--- config.mk ---
export PLATFORM = sky130hd
export DESIGN_NAME = wb_arbiter
export DESIGN_NICKNAME = d
export VERILOG_FILES = /design/src/rtl/wb_arbiter.sv
export SDC_FILE = /design/constraint.sdc
export NUM_CORES = 1
export LEC_CHECK = 0
export ABC_AREA = 1
export CORE_MARGIN = 3
export CORE_UTILIZATION = 41
export CTS_CLUSTER_DIAMETER = 60
export CTS_CLUSTER_SIZE = 24
export DETAILED_ROUTE_END_ITERATION = 16
export PLACE_DENSITY_LB_ADDON = 0.25
export SETUP_SLACK_MARGIN = 0.15
export SYNTH_ARGS = -nofsm -noshare
export SYNTH_HDL_FRONTEND = slang
export SYNTH_SLANG_ARGS = --single-unit
--- constraint.sdc ---
create_clock -name clk -period 3 [get_ports clk]
set_input_delay 0.3 -clock clk [delete_from_list [all_inputs] [get_ports clk]]
set_output_delay 0.3 -clock clk [all_outputs]
set_load 0.1 [all_outputs]
--- src/rtl/wb_arbiter.sv ---
`default_nettype none
// ============================================================================
//  Module   : wb_arbiter
//  Brief    : Round-robin writeback arbiter. Grants one execution-pipe record
//             per cycle and registers it into a single output record that
//             feeds the regfile write port, wakeup and ROB completion.
//  Revision : 1.0 - initial release
// ============================================================================
module wb_arbiter #(
   parameter  int NUM_SRC = 4,
   parameter  int DATA_W  = 32,
   parameter  int PREG_W  = 6,
   parameter  int ROB_W   = 6,
   localparam int SRC_W   = $clog2(NUM_SRC)
) (
   input  logic                      clk,
   input  logic                      rst_n,
   input  logic                      flush_i,
   input  logic [NUM_SRC-1:0]        src_valid_i,
   input  logic [NUM_SRC-1:0]        src_we_i,
   input  logic [NUM_SRC*DATA_W-1:0] src_wdata_i,
   input  logic [NUM_SRC*PREG_W-1:0] src_pdest_i,
   input  logic [NUM_SRC*ROB_W-1:0]  src_rob_idx_i,
   output logic [NUM_SRC-1:0]        src_ready_o,
   output logic                      out_valid_o,
   output logic                      out_we_o,
   output logic [DATA_W-1:0]         out_wdata_o,
   output logic [PREG_W-1:0]         out_pdest_o,
   output logic [ROB_W-1:0]          out_rob_idx_o,
   output logic [SRC_W-1:0]          out_src_o,
   input  logic                      out_ready_i,
   output logic [31:0]               conflict_cnt_o
);

   localparam logic [SRC_W-1:0] c_last_src = SRC_W'(NUM_SRC - 1);
   localparam logic [31:0]      c_cnt_max  = 32'hFFFF_FFFF;

   logic [SRC_W-1:0]   r_rr_ptr;
   logic               r_out_valid;
   logic               r_out_we;
   logic [DATA_W-1:0]  r_out_wdata;
   logic [PREG_W-1:0]  r_out_pdest;
   logic [ROB_W-1:0]   r_out_rob_idx;
   logic [SRC_W-1:0]   r_out_src;
   logic [31:0]        r_conflict_cnt;

   logic [NUM_SRC-1:0] w_win;
   logic [SRC_W-1:0]   w_win_idx;
   logic               w_any;
   logic               w_can_accept;
   logic               w_xfer;
   logic               w_conflict;
   logic [SRC_W-1:0]   w_rr_next;
   logic [DATA_W-1:0]  w_sel_wdata;
   logic [PREG_W-1:0]  w_sel_pdest;
   logic [ROB_W-1:0]   w_sel_rob_idx;

   // Round-robin scan starting at r_rr_ptr; the first valid source wins.
   always_comb begin
      int v_idx;
      w_win     = '0;
      w_win_idx = '0;
      w_any     = 1'b0;
      v_idx     = 0;
      for (int k = 0; k < NUM_SRC; k++) begin
         v_idx = int'(r_rr_ptr) + k;
         if (v_idx >= NUM_SRC) begin
            v_idx = v_idx - NUM_SRC;
         end
         if (!w_any && src_valid_i[v_idx]) begin
            w_any        = 1'b1;
            w_win[v_idx] = 1'b1;
            w_win_idx    = SRC_W'(v_idx);
         end
      end
   end

   // Conflict detection: two or more sources requesting in the same cycle.
   always_comb begin
      int v_cnt;
      v_cnt = 0;
      for (int k = 0; k < NUM_SRC; k++) begin
         if (src_valid_i[k]) begin
            v_cnt = v_cnt + 1;
         end
      end
      w_conflict = (v_cnt >= 2);
   end

   // The output slot can take a new record when it is empty or draining,
   // and never while a flush is in progress.
   assign w_can_accept  = (~r_out_valid | out_ready_i) & ~flush_i;
   assign src_ready_o   = w_win & {NUM_SRC{w_can_accept}};
   assign w_xfer        = w_any & w_can_accept;
   assign w_rr_next     = (w_win_idx == c_last_src) ? '0 : w_win_idx + SRC_W'(1);

   assign w_sel_wdata   = src_wdata_i  [int'(w_win_idx)*DATA_W +: DATA_W];
   assign w_sel_pdest   = src_pdest_i  [int'(w_win_idx)*PREG_W +: PREG_W];
   assign w_sel_rob_idx = src_rob_idx_i[int'(w_win_idx)*ROB_W  +: ROB_W];

   // Output record register: flush kills it, a transfer overwrites it
   // (even while draining), otherwise a consumed record empties the slot.
   always_ff @(posedge clk or negedge rst_n) begin
      if (!rst_n) begin
         r_out_valid   <= 1'b0;
         r_out_we      <= 1'b0;
         r_out_wdata   <= '0;
         r_out_pdest   <= '0;
         r_out_rob_idx <= '0;
         r_out_src     <= '0;
         r_rr_ptr      <= '0;
      end else if (flush_i) begin
         r_out_valid   <= 1'b0;
         r_out_we      <= 1'b0;
      end else if (w_xfer) begin
         r_out_valid   <= 1'b1;
         r_out_we      <= src_we_i[w_win_idx];
         r_out_wdata   <= w_sel_wdata;
         r_out_pdest   <= w_sel_pdest;
         r_out_rob_idx <= w_sel_rob_idx;
         r_out_src     <= w_win_idx;
         r_rr_ptr      <= w_rr_next;
      end else if (out_ready_i) begin
         r_out_valid   <= 1'b0;
      end
   end

   // Saturating conflict counter; counts regardless of flush or stalls.
   always_ff @(posedge clk or negedge rst_n) begin
      if (!rst_n) begin
         r_conflict_cnt <= '0;
      end else if (w_conflict && (r_conflict_cnt != c_cnt_max)) begin
         r_conflict_cnt <= r_conflict_cnt + 32'd1;
      end
   end

   assign out_valid_o    = r_out_valid;
   assign out_we_o       = r_out_we;
   assign out_wdata_o    = r_out_wdata;
   assign out_pdest_o    = r_out_pdest;
   assign out_rob_idx_o  = r_out_rob_idx;
   assign out_src_o      = r_out_src;
   assign conflict_cnt_o = r_conflict_cnt;

endmodule
`default_nettype wire

Word-level counts from Yosys, hierarchy flattened
Cells that the tools add are included.
{ "word_totals": {"out_inout_bits": 84, "in_bits": 188, "word_cells": 111, "regBits": 82} }
{ "op_classes": {"magnitude_cmp": 14, "multipliers": 1, "reduce_logical": 14, "n_bitwise": 9, "n_addsub": 12, "shifts": 3, "n_eq_ne": 2, "mux": 48} }
{ "ops": {"columns": ["op", "n"], "rows": [
  ["$mux W32", 7],
  ["$ge A32 B1 Y1 const B", 4],
  ["$lt A32 B4 Y1 const B", 4],
  ["$shiftx A128 B8 Y32", 1],
  ["$add A32 B2 Y32 const B", 3],
  ["$add A32 B1 Y32 const B", 1],
  ["$ge A32 B3 Y1 const B", 1],
  ["$ne A32 B32 Y1 const B", 1],
  ["$shiftx A24 B32 Y6", 1],
  ["$shiftx A24 B6 Y6", 1],
  ["$mux W1", 23],
  ["$mux W4", 4],
  ["$or A4 B4 Y4", 3],
  ["$sub A3 B3 Y4 const B", 3],
  ["$bmux W1 S2", 5],
  ["$mux W2", 5],
  ["$ge A3 B3 Y1 const B", 3],
  ["$demux W1 S2", 4],
  ["$logic_and A1 B1 Y1", 8],
  ["$add A2 B2 Y3 const B", 2],
  ["$and A4 B4 Y4", 1],
  ["$mul A2 B2 Y4 const B", 1],
  ["$sub A2 B3 Y4 const B", 1],
  ["$add A2 B1 Y3 const B", 1],
  ["11 further kinds", 15]
]} }

Depth between registers and ports, before layout
{ "logic_depth": {"ltp_word": 19, "ltp_mapped": 16, "depth_no_buf": 14} }

Worst setup path before layout
No wires, ideal clock.
{ "synth_path": {"path_kind": "reg-to-output", "from": "register r_rr_ptr[0]", "to": "output port src_ready_o[2]", "required_time_ns": 2.700, "slack_ns": 0.432, "stages_incl_launch_ff": 14, "arrival_ns": 2.268, "path_buffers": 1, "path_cell_list": "dfrtp_1 > inv_2 > buf_4 > ha_1 > inv_1 > nand3_1 > nand2_1 > nor2_4 > nand2_1 > o21ai_0 > a21oi_1 > o21ai_0 > nand2_1 > inv_1"} }
{ "synth_via": {"elab_chain_len": 16, "word_cells_on_any_way": 64, "classes_between": "7 x add/sub; 12 x order compare; 31 x mux; 4 x bitwise; 10 x reduce/logical"} }
{ "synth_rtl": {"columns": ["item", "line", "text"], "rows": [
  ["start: declaration", "38", "logic [SRC_W-1:0] r_rr_ptr;"],
  ["start signal: assignment", "122", "r_rr_ptr <= w_rr_next;"],
  ["parallel branches: the longest is 14 deep, another holds $ge A32 B1 Y1", null, null],
  ["$mux W4 *", "70", "if (!w_any && src_valid_i[v_idx]) begin"],
  ["$and A4 B4 Y4 *", "93", "assign src_ready_o = w_win & {NUM_SRC{w_can_accept}};"],
  ["end: declaration", "24", "output logic [NUM_SRC-1:0] src_ready_o,"]
]} }
Mark *: on every way between the ends. The select of a mux whose other input is x is not followed.

Worst setup path after layout
{ "layout_path": {"from": "register r_rr_ptr[1]", "to": "output port src_ready_o[2]"} }
Same word-level chain as after synthesis.

==> impl_metrics.yaml <==
layout:
  nFillCells: 1429
  syn_to_final_growth_pct: 46.2
  drive_above_1_share_pct: 9.77
  fin_nets: 1514
  n_antenna_cell: 0
logic_synthesis:
  yosys_warnings: 0
  synth-seq-cells: 82
  syn_avg_cell_area_um2: 6.08
  synth-xor-area-share_pct: 4.16
  syn_area_um2: 6530
  synth_edf_count: 0
  synth_compound_area_share_pct: 2.07
  synth_adder_area_share_pct: 1.92
  netlist-cell-type-count: 33
  netlist_instances: 1074
  synth_top_family_by_area: "simple AND/OR/NAND/NOR gates"
  yosysSeqAreaShare_pct: 31.4
  synthArstFlopShare_pct: 100
  synth_mux_area_share_pct: 0
  synth_flop_cell: "dfrtp_1"
  synthTopCellsByArea: "dfrtp_1 31%, nand2_1 21%, nand3_1 16%"
  yosysTopAreaCellShare_pct: 31.4
  yosysTopAreaCell: "dfrtp_1"
  synthSimpleGateAreaFrac_pct: 43.2
  synth_nets: 1272
hold_path:
  hold_path.class: "primary input to async pin"
timing:
  fmax_ghz: 0.381
  rsz0062_at_grt: "false"
  hold_violations: 0
  post-route-min-period_ns: 2.62
  tightest_slew_ns: 1.08
  fin_skew_ns: 0.00677
  final-max-slew-violation-count: 0
  fin_setup_tns_ns: 0
  fin_crit_sh_pct: 87.4
  slew_headroom_pct: 28.2
  setup_viol: 0
clock_tree:
  cts_tree: "built"
  clock-sinks: 82
  cts-buffers-inserted: 9
  cts_resized: 0
  clockRootBuffer: "clkbuf_16"
  htreeDepth: 3
  worstSkewPairLatency_ns: 0.34
  post_cts.repair.setup_buffers: 0
  ctsHoldBuffers: 0
  path_clk_slew_ns: 0.06
  cts_max_path_buffers: 2
global_routing:
  grt_max_degree: 92
  antenna_found_initial: 0
  grt_usage_pct: 24.4
  grt-ovfl-total: 0
  grt_pass1_wl_um: 35000
  grt_pass1_vias: 6992
detailed_routing:
  first_pass_iters: 5
  drt_iter0_markers: 404
  via_count: 7393
  drc: 0
  viasPerCell: 4.83
  final_antenna_net_count: 0
  wirelength_um: 21600
  routedWlPerCell_um: 14.1
floorplanning:
  dieArea_um2: 17500
  ios: 272
  core_region_area_um2: 15400
  start_util_pct: 42.5
  die_w_um: 132
  num_rows: 45
  dieHeight_um: 132
critical_path:
  required_ns: 2.70
  criticalPathCategory: "flop to primary output"
  crit_fanout: 5
  end_kind: "primary output"
  cp-start-kind: "flop"
  cp.arrival_ns: 2.32
place:
  io_buffers: 271
  dp_hpwl_um: 15700
  gp_congestion: 0.889
run:
  drv_cap: 0
outcome:
  outcome: "completed"
==> cells in the final DEF (no fill, tap or decap), types with 10 or more instances in the layout <==
cell	Yosys	layout
nor2_1	34	34
dfrtp_1	82	82
clkdlybuf4s50_1	0	188
buf_12	0	10
inv_1	212	211
xor2_1	22	22
nand3_1	208	207
nand2_1	374	373
buf_4	16	86
o21ai_0	10	10
nor3_1	18	18
==> routing by layer <==
layer / routed length, um / GRT usage [%]
met5: 0 / 0
met2: 10800 / 43.2
met4: 486 / 7.85
met1: 8690 / 28.3
met3: 1610 / 7.14
==> synthesized netlist by cell type (2+ instances only) <==
| cell type | count |
|---|---|
| nand2_1 | 374 |
| a21oi_1 | 6 |
| nor4_1 | 4 |
| o21ai_1 | 4 |
| nor2_1 | 34 |
| o21ai_0 | 10 |
| dfrtp_1 | 82 |
| nor3_1 | 18 |
| inv_1 | 212 |
| nand3_1 | 208 |
| clkbuf_1 | 5 |
| inv_2 | 5 |
| nand4_1 | 6 |
| nand3b_1 | 2 |
| o22ai_1 | 2 |
| buf_2 | 30 |
| nand2_2 | 2 |
| buf_4 | 16 |
| xnor2_1 | 9 |
| xor2_1 | 22 |
| ha_1 | 10 |
| nand3_2 | 2 |
==> path summary, 6_finish.rpt <==
| kind | from | endpoint | slack (ns) | cells past startpoint |
|---|---|---|---|---|
| worst max-delay path | r_rr_ptr[1] | src_ready_o[2] | 0.38 | 13 |
| max in group asynchronous | rst_n | out_wdata_o[28] | 2.16 | 1 |
| worst min-delay path | rst_n | out_rob_idx_o[4] | 0.17 | 1 |
| worst min register to register | out_pdest_o[1] | out_pdest_o[1] | 0.48 | 2 |
| min in group clk | out_pdest_o[1] | out_pdest_o[1] | 0.48 | 2 |
| worst max register to register | r_rr_ptr[1] | out_rob_idx_o[0] | 0.55 | 14 |
==> cells by family (layout without fill, tap and decap cells) <==
group / Yosys count / in the layout
flip-flops: 82 / 82
AO/OA/AOI/OAI: 25 / 25
adder cells (fa/ha/maj): 10 / 10
XOR/XNOR: 31 / 31
AND/OR/NAND/NOR: 655 / 655
buffers and inverters: 271 / 518
==> through the flow <==
stage               hold slack [ns]  setup WS (ns)  util (%)  cells  area (um2)
global route                  0.230          0.154      62.1   1532        9550
floorplan                   0.00441          0.432         -   1074        6530
CTS                           0.208          0.258      62.0   1532        9530
finish                        0.165          0.378      62.1   1532        9550
detailed placement            0.466          0.172      60.1   1516        9240
global placement              0.464          0.227      60.1   1516        9240
==> critical path, stage by stage (launching register included) <==
cell and delay (ns):
dfrtp_1 0.35, inv_1 0.13, ha_4 0.33, inv_1 0.06, nand3_1 0.08, nand2_1 0.11, nor2_4 0.16, nand2_1 0.13
o21ai_0 0.17, a21oi_1 0.05, o21ai_0 0.07, nand2_1 0.07, inv_1 0.11, buf_12 0.18
==> flip-flops by register name, indices dropped and copies added, names as in the netlist <==
register,cells
conflict_cnt_o,32
out_pdest_o,6
out_rob_idx_o,6
out_src_o,2
out_valid_o,1
out_wdata_o,32
out_we_o,1
r_rr_ptr,2
==> cell type report <==
| cell class | count | area [um2] | share of cell area (%) |
|---|---|---|---|
| sequential | 82 | 2050 | 21.5 |
| multi-input combinational | 721 | 3390 | 35.5 |
| timing repair buffer | 284 | 2730 | 28.6 |
| clock buffer | 10 | 239 | 2.50 |
| inverter | 218 | 822 | 8.61 |
| tap | 211 | 264 | 2.77 |
| clock inverter | 6 | 50.0 | 0.524 |
Power is not shown: default switching activity piles up to over one toggle a cycle in this logic, so the estimate is an artifact.
